<file path="src/rtl/fixed_point_pkg.sv">
// Shared types and saturation helpers for the fixed-point divider.
// FSM state encoding plus signed-limit functions sized at a 64-bit ceiling.
package fixed_point_pkg;

  typedef enum logic [1:0] {
    IDLE = 2'd0,
    CALC = 2'd1,
    DONE = 2'd2
  } state_e;

  localparam int SAT_W = 64;

  function automatic logic [SAT_W-1:0] sat_pos(input int w);
    return (SAT_W'(1) << (w - 1)) - SAT_W'(1);
  endfunction

  function automatic logic [SAT_W-1:0] sat_neg(input int w);
    return ~sat_pos(w);
  endfunction

endpackage

</file>
<file path="src/rtl/divider_step.sv">
// One restoring-division step: trial subtract, select, shift.
// acc carries the dividend out of its MSB and the quotient into its LSB.
module divider_step #(
  parameter int N  = 16,
  parameter int BW = 8
) (
  input  logic [N-1:0]  acc_i,
  input  logic [BW-1:0] rem_i,
  input  logic [BW-1:0] dvs_i,
  output logic [N-1:0]  acc_o,
  output logic [BW-1:0] rem_o
);

  logic [BW:0] shf;
  logic [BW:0] diff;
  logic        qbit;

  // rem < dvs <= 2^(BW-1), so a borrow always shows up in diff's MSB
  always_comb begin
    shf   = {rem_i, acc_i[N-1]};
    diff  = shf - {1'b0, dvs_i};
    qbit  = ~diff[BW];
    rem_o = qbit ? diff[BW-1:0] : shf[BW-1:0];
    acc_o = {acc_i[N-2:0], qbit};
  end

endmodule

</file>
<file path="src/rtl/fixed_point_divider.sv">
// Sequential signed fixed-point divider, one quotient bit per cycle.
// Define FIXED_POINT_DIVIDER_ROUND_EN for round-to-nearest (ties away from 0).
module fixed_point_divider
  import fixed_point_pkg::*;
#(
  parameter int A_WIDTH   = 16,
  parameter int B_WIDTH   = 8,
  parameter int OUT_WIDTH = 16,
  parameter int IN_SCALE  = 0
) (
  input  logic                        clk,
  input  logic                        rst,
  input  logic signed [A_WIDTH-1:0]   a,
  input  logic signed [B_WIDTH-1:0]   b,
  input  logic                        in_valid,
  output logic                        in_ready,
  output logic signed [OUT_WIDTH-1:0] out,
  output logic                        out_valid,
  input  logic                        out_ready,
  output logic                        overflow,
  output logic                        div_zero
);

  localparam int N  = A_WIDTH + IN_SCALE;
  localparam int CW = $clog2(N + 1);

  localparam logic [SAT_W-1:0] POS_LIM = sat_pos(OUT_WIDTH);
  localparam logic [SAT_W-1:0] NEG_LIM = POS_LIM + SAT_W'(1);

  localparam logic [OUT_WIDTH-1:0] OUT_MAX =
    OUT_WIDTH'(POS_LIM);
  localparam logic [OUT_WIDTH-1:0] OUT_MIN =
    OUT_WIDTH'(sat_neg(OUT_WIDTH));

  state_e state_q, state_d;

  logic [N-1:0]         acc_q, acc_d, step_acc;
  logic [B_WIDTH-1:0]   rem_q, rem_d, step_rem;
  logic [B_WIDTH-1:0]   dvs_q, dvs_d;
  logic [CW-1:0]        cnt_q, cnt_d;
  logic [OUT_WIDTH-1:0] out_q, out_d;
  logic                 neg_q, neg_d;
  logic                 dz_q, dz_d;
  logic                 ovf_q, ovf_d;
  logic                 dzo_q, dzo_d;
  logic                 rdy_q, rdy_d;

  logic [A_WIDTH-1:0]   a_abs;
  logic [B_WIDTH-1:0]   b_abs;
  logic [N:0]           mag;
  logic [SAT_W-1:0]     mag_w;
  logic                 sat;

  // unsigned magnitudes: -2^(W-1) maps to 2^(W-1) without wrapping
  assign a_abs = a[A_WIDTH-1] ? -a : a;
  assign b_abs = b[B_WIDTH-1] ? -b : b;

  divider_step #(
    .N  (N),
    .BW (B_WIDTH)
  ) u_step (
    .acc_i (acc_q),
    .rem_i (rem_q),
    .dvs_i (dvs_q),
    .acc_o (step_acc),
    .rem_o (step_rem)
  );

  always_comb begin
    mag = {1'b0, acc_q};
`ifdef FIXED_POINT_DIVIDER_ROUND_EN
    if ({rem_q, 1'b0} >= {1'b0, dvs_q}) begin
      mag = mag + (N+1)'(1);
    end
`endif
    mag_w = SAT_W'(mag);
    sat   = neg_q ? (mag_w > NEG_LIM) : (mag_w > POS_LIM);
  end

  always_comb begin
    state_d = state_q;
    acc_d   = acc_q;
    rem_d   = rem_q;
    dvs_d   = dvs_q;
    cnt_d   = cnt_q;
    neg_d   = neg_q;
    dz_d    = dz_q;
    out_d   = out_q;
    ovf_d   = ovf_q;
    dzo_d   = dzo_q;
    unique case (state_q)
      IDLE: begin
        if (in_valid && rdy_q) begin
          acc_d   = N'(a_abs) << IN_SCALE;
          rem_d   = '0;
          dvs_d   = b_abs;
          cnt_d   = '0;
          neg_d   = a[A_WIDTH-1] ^ b[B_WIDTH-1];
          dz_d    = (b == '0);
          state_d = CALC;
        end
      end
      CALC: begin
        if (dz_q) begin
          out_d   = neg_q ? OUT_MIN : OUT_MAX;
          ovf_d   = 1'b0;
          dzo_d   = 1'b1;
          state_d = DONE;
        end else if (cnt_q == CW'(N)) begin
          ovf_d   = sat;
          dzo_d   = 1'b0;
          if (sat) begin
            out_d = neg_q ? OUT_MIN : OUT_MAX;
          end else begin
            out_d = OUT_WIDTH'(neg_q ? -mag_w : mag_w);
          end
          state_d = DONE;
        end else begin
          acc_d = step_acc;
          rem_d = step_rem;
          cnt_d = cnt_q + CW'(1);
        end
      end
      DONE: begin
        if (out_ready) begin
          state_d = IDLE;
        end
      end
      default: state_d = IDLE;
    endcase
    rdy_d = (state_d == IDLE);
  end

  always_ff @(posedge clk) begin
    if (rst) begin
      state_q <= IDLE;
      acc_q   <= '0;
      rem_q   <= '0;
      dvs_q   <= '0;
      cnt_q   <= '0;
      neg_q   <= 1'b0;
      dz_q    <= 1'b0;
      out_q   <= '0;
      ovf_q   <= 1'b0;
      dzo_q   <= 1'b0;
      rdy_q   <= 1'b0;
    end else begin
      state_q <= state_d;
      acc_q   <= acc_d;
      rem_q   <= rem_d;
      dvs_q   <= dvs_d;
      cnt_q   <= cnt_d;
      neg_q   <= neg_d;
      dz_q    <= dz_d;
      out_q   <= out_d;
      ovf_q   <= ovf_d;
      dzo_q   <= dzo_d;
      rdy_q   <= rdy_d;
    end
  end

  assign in_ready  = rdy_q;
  assign out_valid = (state_q == DONE);
  assign out       = out_q;
  assign overflow  = ovf_q;
  assign div_zero  = dzo_q;

endmodule

</file>
<file path="config.mk">
export PLATFORM = sky130hd
export DESIGN_NAME = fixed_point_divider
export DESIGN_NICKNAME = d
export VERILOG_FILES = /design/src/rtl/fixed_point_pkg.sv /design/src/rtl/divider_step.sv /design/src/rtl/fixed_point_divider.sv
export SDC_FILE = /design/constraint.sdc
export NUM_CORES = 1
export LEC_CHECK = 0
export CAP_MARGIN = 0
export CORE_UTILIZATION = 45
export DETAILED_ROUTE_END_ITERATION = 10
export GPL_TIMING_DRIVEN = 0
export PLACE_DENSITY_LB_ADDON = 0.25
export SETUP_SLACK_MARGIN = 0.3
export SLEW_MARGIN = 20
export SYNTH_ARGS = -nofsm -noshare
export SYNTH_HDL_FRONTEND = slang
export SYNTH_SLANG_ARGS = --single-unit
export TNS_END_PERCENT = 5
</file>
<file path="constraint.sdc">
create_clock -name clk -period 2.69 [get_ports clk]
set_clock_uncertainty 0.05 [all_clocks]
set_input_delay 0.538 -clock clk [delete_from_list [all_inputs] [get_ports clk]]
set_output_delay 0.538 -clock clk [all_outputs]
set_load 0.01 [all_outputs]
</file>
# Word level (Yosys, flattened, before mapping)

Index checks and enable logic that the tools add are counted.

Register bits after elaboration: 60
Output and inout port bits: 20
Word-level logic and storage cells: 65

Add/sub/neg operators: 5
$lt $le $gt $ge: 2
Equal/unequal tests: 6
Muxes and demuxes: 30
Bitwise gates (word level): 2
Reduce and logical (&&, ||, !) cells: 9

Operators with widths:

| operator                                                                          | count |
|---|---|
| 16-bit 2-to-1 mux                                                                 | 9 |
| 8-bit 2-to-1 mux                                                                  | 5 |
| 16-bit negation                                                                   | 2 |
| 16-bit one-hot mux with 2 select lines                                            | 1 |
| 16-bit by 15-bit greater-than comparator with 1-bit output, second input constant | 1 |
| 16-bit greater-than comparator, second input constant                             | 1 |
| 8-bit one-hot mux with 2 select lines                                             | 1 |
| 5-bit 2-to-1 mux                                                                  | 3 |
| 5-bit one-hot mux with 2 select lines                                             | 1 |
| 9-bit by 8-bit subtractor with 9-bit output                                       | 1 |
| 8-bit logical NOT                                                                 | 1 |
| 2-bit 2-to-1 mux                                                                  | 4 |
| 8-bit negation                                                                    | 1 |
| 2-bit inequality test, second input constant                                      | 3 |
| 2-bit one-hot mux with 3 select lines                                             | 1 |
| 5-bit by 1-bit adder with 5-bit output, second input constant                     | 1 |
| 5-bit == test, second input constant                                              | 1 |
| 1-bit 2-to-1 mux                                                                  | 5 |
| 2-bit logical NOT                                                                 | 2 |
| 2-bit AND reduction                                                               | 2 |
| 4-bit AND reduction                                                               | 1 |
| 2-bit nonzero test                                                                | 2 |
| 2-bit by 1-bit == test with 1-bit output, second input constant                   | 1 |
| 2-bit == test, second input constant                                              | 1 |
| 3 further kinds                                                                   | 3 |

# Logic depth before layout (Yosys ltp)

Word-level depth: 5
Gate-level depth with buffers: 10

# Cells and area by module

From an unflattened synthesis, not the netlist that was laid out.

Cells, all modules: 486
Area, all modules: 3895.0 µm²

Modules (own cells, without submodules):

| module              | instances | cells an instance | area an instance (µm²) | sequential area each (µm²) |
|---|---|---|---|---|
| fixed_point_divider | 1         | 412               | 3289.4                 | 1201.2 |
| divider_step        | 1         | 74                | 605.6                  | 0.0 |

# Least setup slack after synthesis

Ideal clock, no wire load.

Kind: register to register
From: register acc_q[15]
To: register acc_q[0]
Data arrival time: 2.197 ns
Data required time: 2.506 ns
Path slack: 0.309 ns
Stages on the path, launching flop included: 11
Path through: dfxtp_1 clkinv_1 ha_1 inv_1 fa_1 a211oi_1 o211a_1 o211ai_2 buf_4 a211oi_1 a211oi_1

Cells in the longest elaborated chain, start to end: 5

RTL lines:

| element                                     | line                       | text |
|---|---|---|
| start, declared                             | fixed_point_divider.sv:37  | `logic [N-1:0] acc_q, acc_d, step_acc;` |
| start signal, assigned                      | fixed_point_divider.sv:137 | `acc_q <= '0;` |
| start signal, assigned                      | fixed_point_divider.sv:149 | `acc_q <= acc_d;` |
| 9-bit by 8-bit subtractor with 9-bit output | divider_step.sv:21         | `diff = shf - {1'b0, dvs_i};` |
| 1-bit NOT                                   | divider_step.sv:22         | `qbit = ~diff[BW];` |
| 16-bit 2-to-1 mux                           | fixed_point_divider.sv:109 | `end else if (cnt_q == CW'(N)) begin` |
| 16-bit 2-to-1 mux                           | fixed_point_divider.sv:104 | `if (dz_q) begin` |
| 16-bit one-hot mux with 2 select lines      | fixed_point_divider.sv:91  | `unique case (state_q)` |

No other way between the ends. The select of a mux whose other input is x is not followed.
A chain may end at the register's enable or synchronous reset.

# Worst setup path in the final report

From: register acc_q[15]
To: register rem_q[6]

Cells in the longest elaborated chain, start to end: 5

RTL lines:

| element                                     | line                       | text |
|---|---|---|
| 9-bit by 8-bit subtractor with 9-bit output | divider_step.sv:21         |  |
| 8-bit 2-to-1 mux                            | divider_step.sv:23         | `rem_o = qbit ? diff[BW-1:0] : shf[BW-1:0];` |
| 8-bit 2-to-1 mux                            | fixed_point_divider.sv:109 |  |
| 8-bit 2-to-1 mux                            | fixed_point_divider.sv:104 |  |
| 8-bit one-hot mux with 2 select lines       | fixed_point_divider.sv:91  |  |
| end signal, assigned                        | fixed_point_divider.sv:150 | `rem_q <= rem_d;` |
| end, declared                               | fixed_point_divider.sv:38  | `logic [B_WIDTH-1:0] rem_q, rem_d, step_rem;` |

No other way between the ends. The select of a mux whose other input is x is not followed.

==> impl_metrics.toml <==
[outcome]
status = "complete, no violations"

[timing]
setup_viol = 0
slew_violations = 0
worstMarginPinSlew_ns = 0.863
fin_crit_sh_pct = 91.4
relSlewSlack_pct = 41.9
finalCriticalPeriod_ns = 2.46
rsz0062_at_grt = "true"
fmax_mhz = 407
hold_viol_final = 0

[yosys]
synthFlopType = "dfxtp_1"
synthArstFlopShare_pct = 0
synth_top_area_cell = "dfxtp_1"
synth_cell_types = 63
netlist_top_cells_count = "nor2_1, dfxtp_1, a21oi_1, inv_1, xor2_1"
yosysMostFrequentCell = "nor2_1"
syn_nets = 503
synthTopCellsByArea = "dfxtp_1, nor2_1, xor2_1, a21oi_1, ha_1"
synth_top_cell_area_share_pct = 32.4
synth_edf_count = 0
synth-seq-cells = 60
yosys_warnings = 0
seq_area_frac_synth_pct = 32.4
syn_area_um2 = 3710
syn_avg_cell_area_um2 = 8.05
syn_inst = 461

[placement]
io_buffers = 46
post-dp-hpwl_um = 7190
place_inst = 609
finalWeightedCongestion = 0.857
placed_cell_area_um2 = 4300

[pwr]
comb_power_share_pct = 30.0
switching_power_uw = 839
pwr-share-seq_pct = 38.0
p_int_uw = 1760
clkPwrFrac_pct = 32.1
ir_drop_v = 0.000441
power_density_nw_per_um2 = 565
switching_share_pct = 32.3
leakage_uw = 0.00169

[min_path]
min_to = "dvs_q[0]"
whs_path_depth = 2
hold_path.class = "flip-flop to flip-flop"
hold_start = "dvs_q[0]"

[worst_setup_path]
crit_buf_inv = 4
cp_data_required_time_ns = 2.91
path_cells = "inv_4, ha_1, inv_1, fa_2, a211oi_4, buf_4, buf_4, o21ai_0, xor2_1, mux2i_4, a211oi_2"
path_class = "flip-flop to flip-flop"
cp-end-kind = "flip-flop"
cp_top_family = "compound AO/OA/AOI/OAI gates"
cpMaxStageDelayCell = "fa_2"
reg2reg_depth = 11
cp_common_cell = "buf_4"
worstPathMaxFanout = 5
reg2reg_slack_ns = 0.23
r2r_start = "acc_q[15]"
start_kind = "flip-flop"
r2r_end = "rem_q[6]"
cpPeakStageDelay_ns = 0.38
crit_arrival_ns = 2.68

[grt]
track_usage_pct = 23.4
first_global_vias = 3318
grt_pass1_wl_um = 15900
antenna_found_initial = 0
grt_overflow = 0
grt_max_degree = 11

[final_layout]
nets = 565
drive_above_1_share_pct = 9.09
antenna_cells = 0
fin_area_um2 = 4590
area_delta_synth_final_pct = 23.8
layout.cells.non_filler = 630
post-route-util_pct = 58.5

[detailed_routing]
wire_per_inst_um = 15.3
met2_length_um = 4340
vias = 3622
vias_per_cell = 5.75
first_pass_iters = 5
antenna_left = 0
dr_wl_met3_um = 505
drt-initial-drc-count = 262
wirelength_met1_um = 4630
drt-total-wl_um = 9630
routed.top_layer = "met4"
drc = 0

[cts]
cts.root.buffer_cell = "clkbuf_8"
h-tree-depth = 3
cts_tree = "done"
clockBufferDepth = 2
cts_sinks = 60
numCtsBuffers = 9
path_clk_slew_ns = 0.06
clk_latency_ns = 0.35
hold_buffers = 0

[floorplanning]
start_util_pct = 47.3
placementRows = 32
fp.coreArea_um2 = 7850
die_x_um = 92.8
io_pins = 48
die_area_um2 = 8620
die_h_um = 92.8

[run]
cap_viol_max_count = 0
## power groups by stage
stage | sequential (uW) | combinational, uW | clock (uW)
after floorplan | 989 | 520 | 0
after global placement | 1000 | 681 | 0
after detailed placement | 1000 | 696 | 0
after CTS | 984 | 738 | 832
after global routing | 991 | 854 | 884
final | 986 | 778 | 832
## cells in the final DEF (no fill, tap or decap), drive strengths merged, types with 3 or more instances in the layout
cell type and count:
xnor2 12, a21oi 37, a31oi 7, ha 13, clkbuf 34, o211ai 7, a211o 5, inv 28
a41oi 5, o31ai 7, nor3 18, o21ai 18, nor2 67, mux2i 8, nand2b 5, nor2b 4
dfxtp 60, nand3 9, o22ai 8, nor4 9, a211oi 17, buf 14, nand2 25, o41ai 3
xor2 25, clkdlybuf4s50 46, nand4 7
## how the worst max path moves through the flow
stage,startpoint,end,cells past startpoint
global route,acc_q[15],rem_q[6],11
floorplan,acc_q[15],acc_q[0],10
detailed placement,a[0],acc_q[14],8
finish,acc_q[15],rem_q[6],11
CTS,acc_q[15],rem_q[6],10
global placement,a[0],acc_q[14],8
## kinds of logic after synthesis
logic type,Yosys count,synth area share [%]
flip-flops,60,32.4
XOR/XNOR,37,8.73
multiplexers,8,2.16
buffers and inverters,56,6.27
AO/OA/AOI/OAI,130,24.3
AND/OR/NAND/NOR,156,21.3
adder cells (fa/ha/maj),14,4.92
## state kept, by name, summed over array words and instances, names as in the netlist
name / cells
dvs_q: 8
acc_q: 16
in_ready: 1
state_q: 2
div_zero: 1
out: 16
neg_q: 1
overflow: 1
rem_q: 8
cnt_q: 5
dz_q: 1
## final cells by class
| cell class | instances | area [um2] |
|---|---|---|
| Buffer | 28 | 131 |
| Clock buffer | 15 | 166 |
| Clock inverter | 1 | 30.0 |
| Fill cell | 762 | 3250 |
| Inverter | 28 | 108 |
| Multi-Input combinational cell | 345 | 2330 |
| Sequential cell | 60 | 1200 |
| Tap cell | 102 | 128 |
| Timing Repair Buffer | 51 | 498 |
## timing repair
action,in CTS,in global routing
pin swaps,1,3
setup buffers,2,3
endpoints found under the setup margin,12,19
resized for setup,6,6
hold endpoints to repair,0,0
## per-layer routing
| layer | vias up | track usage, % |
|---|---|---|
| met5 | - | 0 |
| met4 | 0 | 8.72 |
| met3 | 12 | 5.17 |
| met2 | 102 | 35.7 |
| met1 | 1712 | 32.1 |
| li1 | 1796 | - |
## worst reg2reg max path: cells and delay by family, from the launching register on
kind,cells,cell delay (ns)
AO/OA/AOI/OAI,3,0.63
adder cells (fa/ha/maj),2,0.54
buffers and inverters,4,0.40
flip-flops,1,0.36
XOR/XNOR,1,0.29
multiplexers,1,0.12
## per-stage QoR
| step | worst slack (ns) | hold slack [ns] | power, uW | setup TNS [ns] |
|---|---|---|---|---|
| after global routing | 0.124 | 0.438 | 2730 | 0 |
| after floorplan | 0.309 | 0.390 | 1510 | 0 |
| after global placement | -0.0184 | 0.403 | 1680 | -0.0191 |
| after CTS | 0.248 | 0.420 | 2550 | 0 |
| final | 0.230 | 0.424 | 2600 | 0 |
| after detailed placement | -0.117 | 0.412 | 1700 | -0.466 |
(Power assumes the default switching activity.)
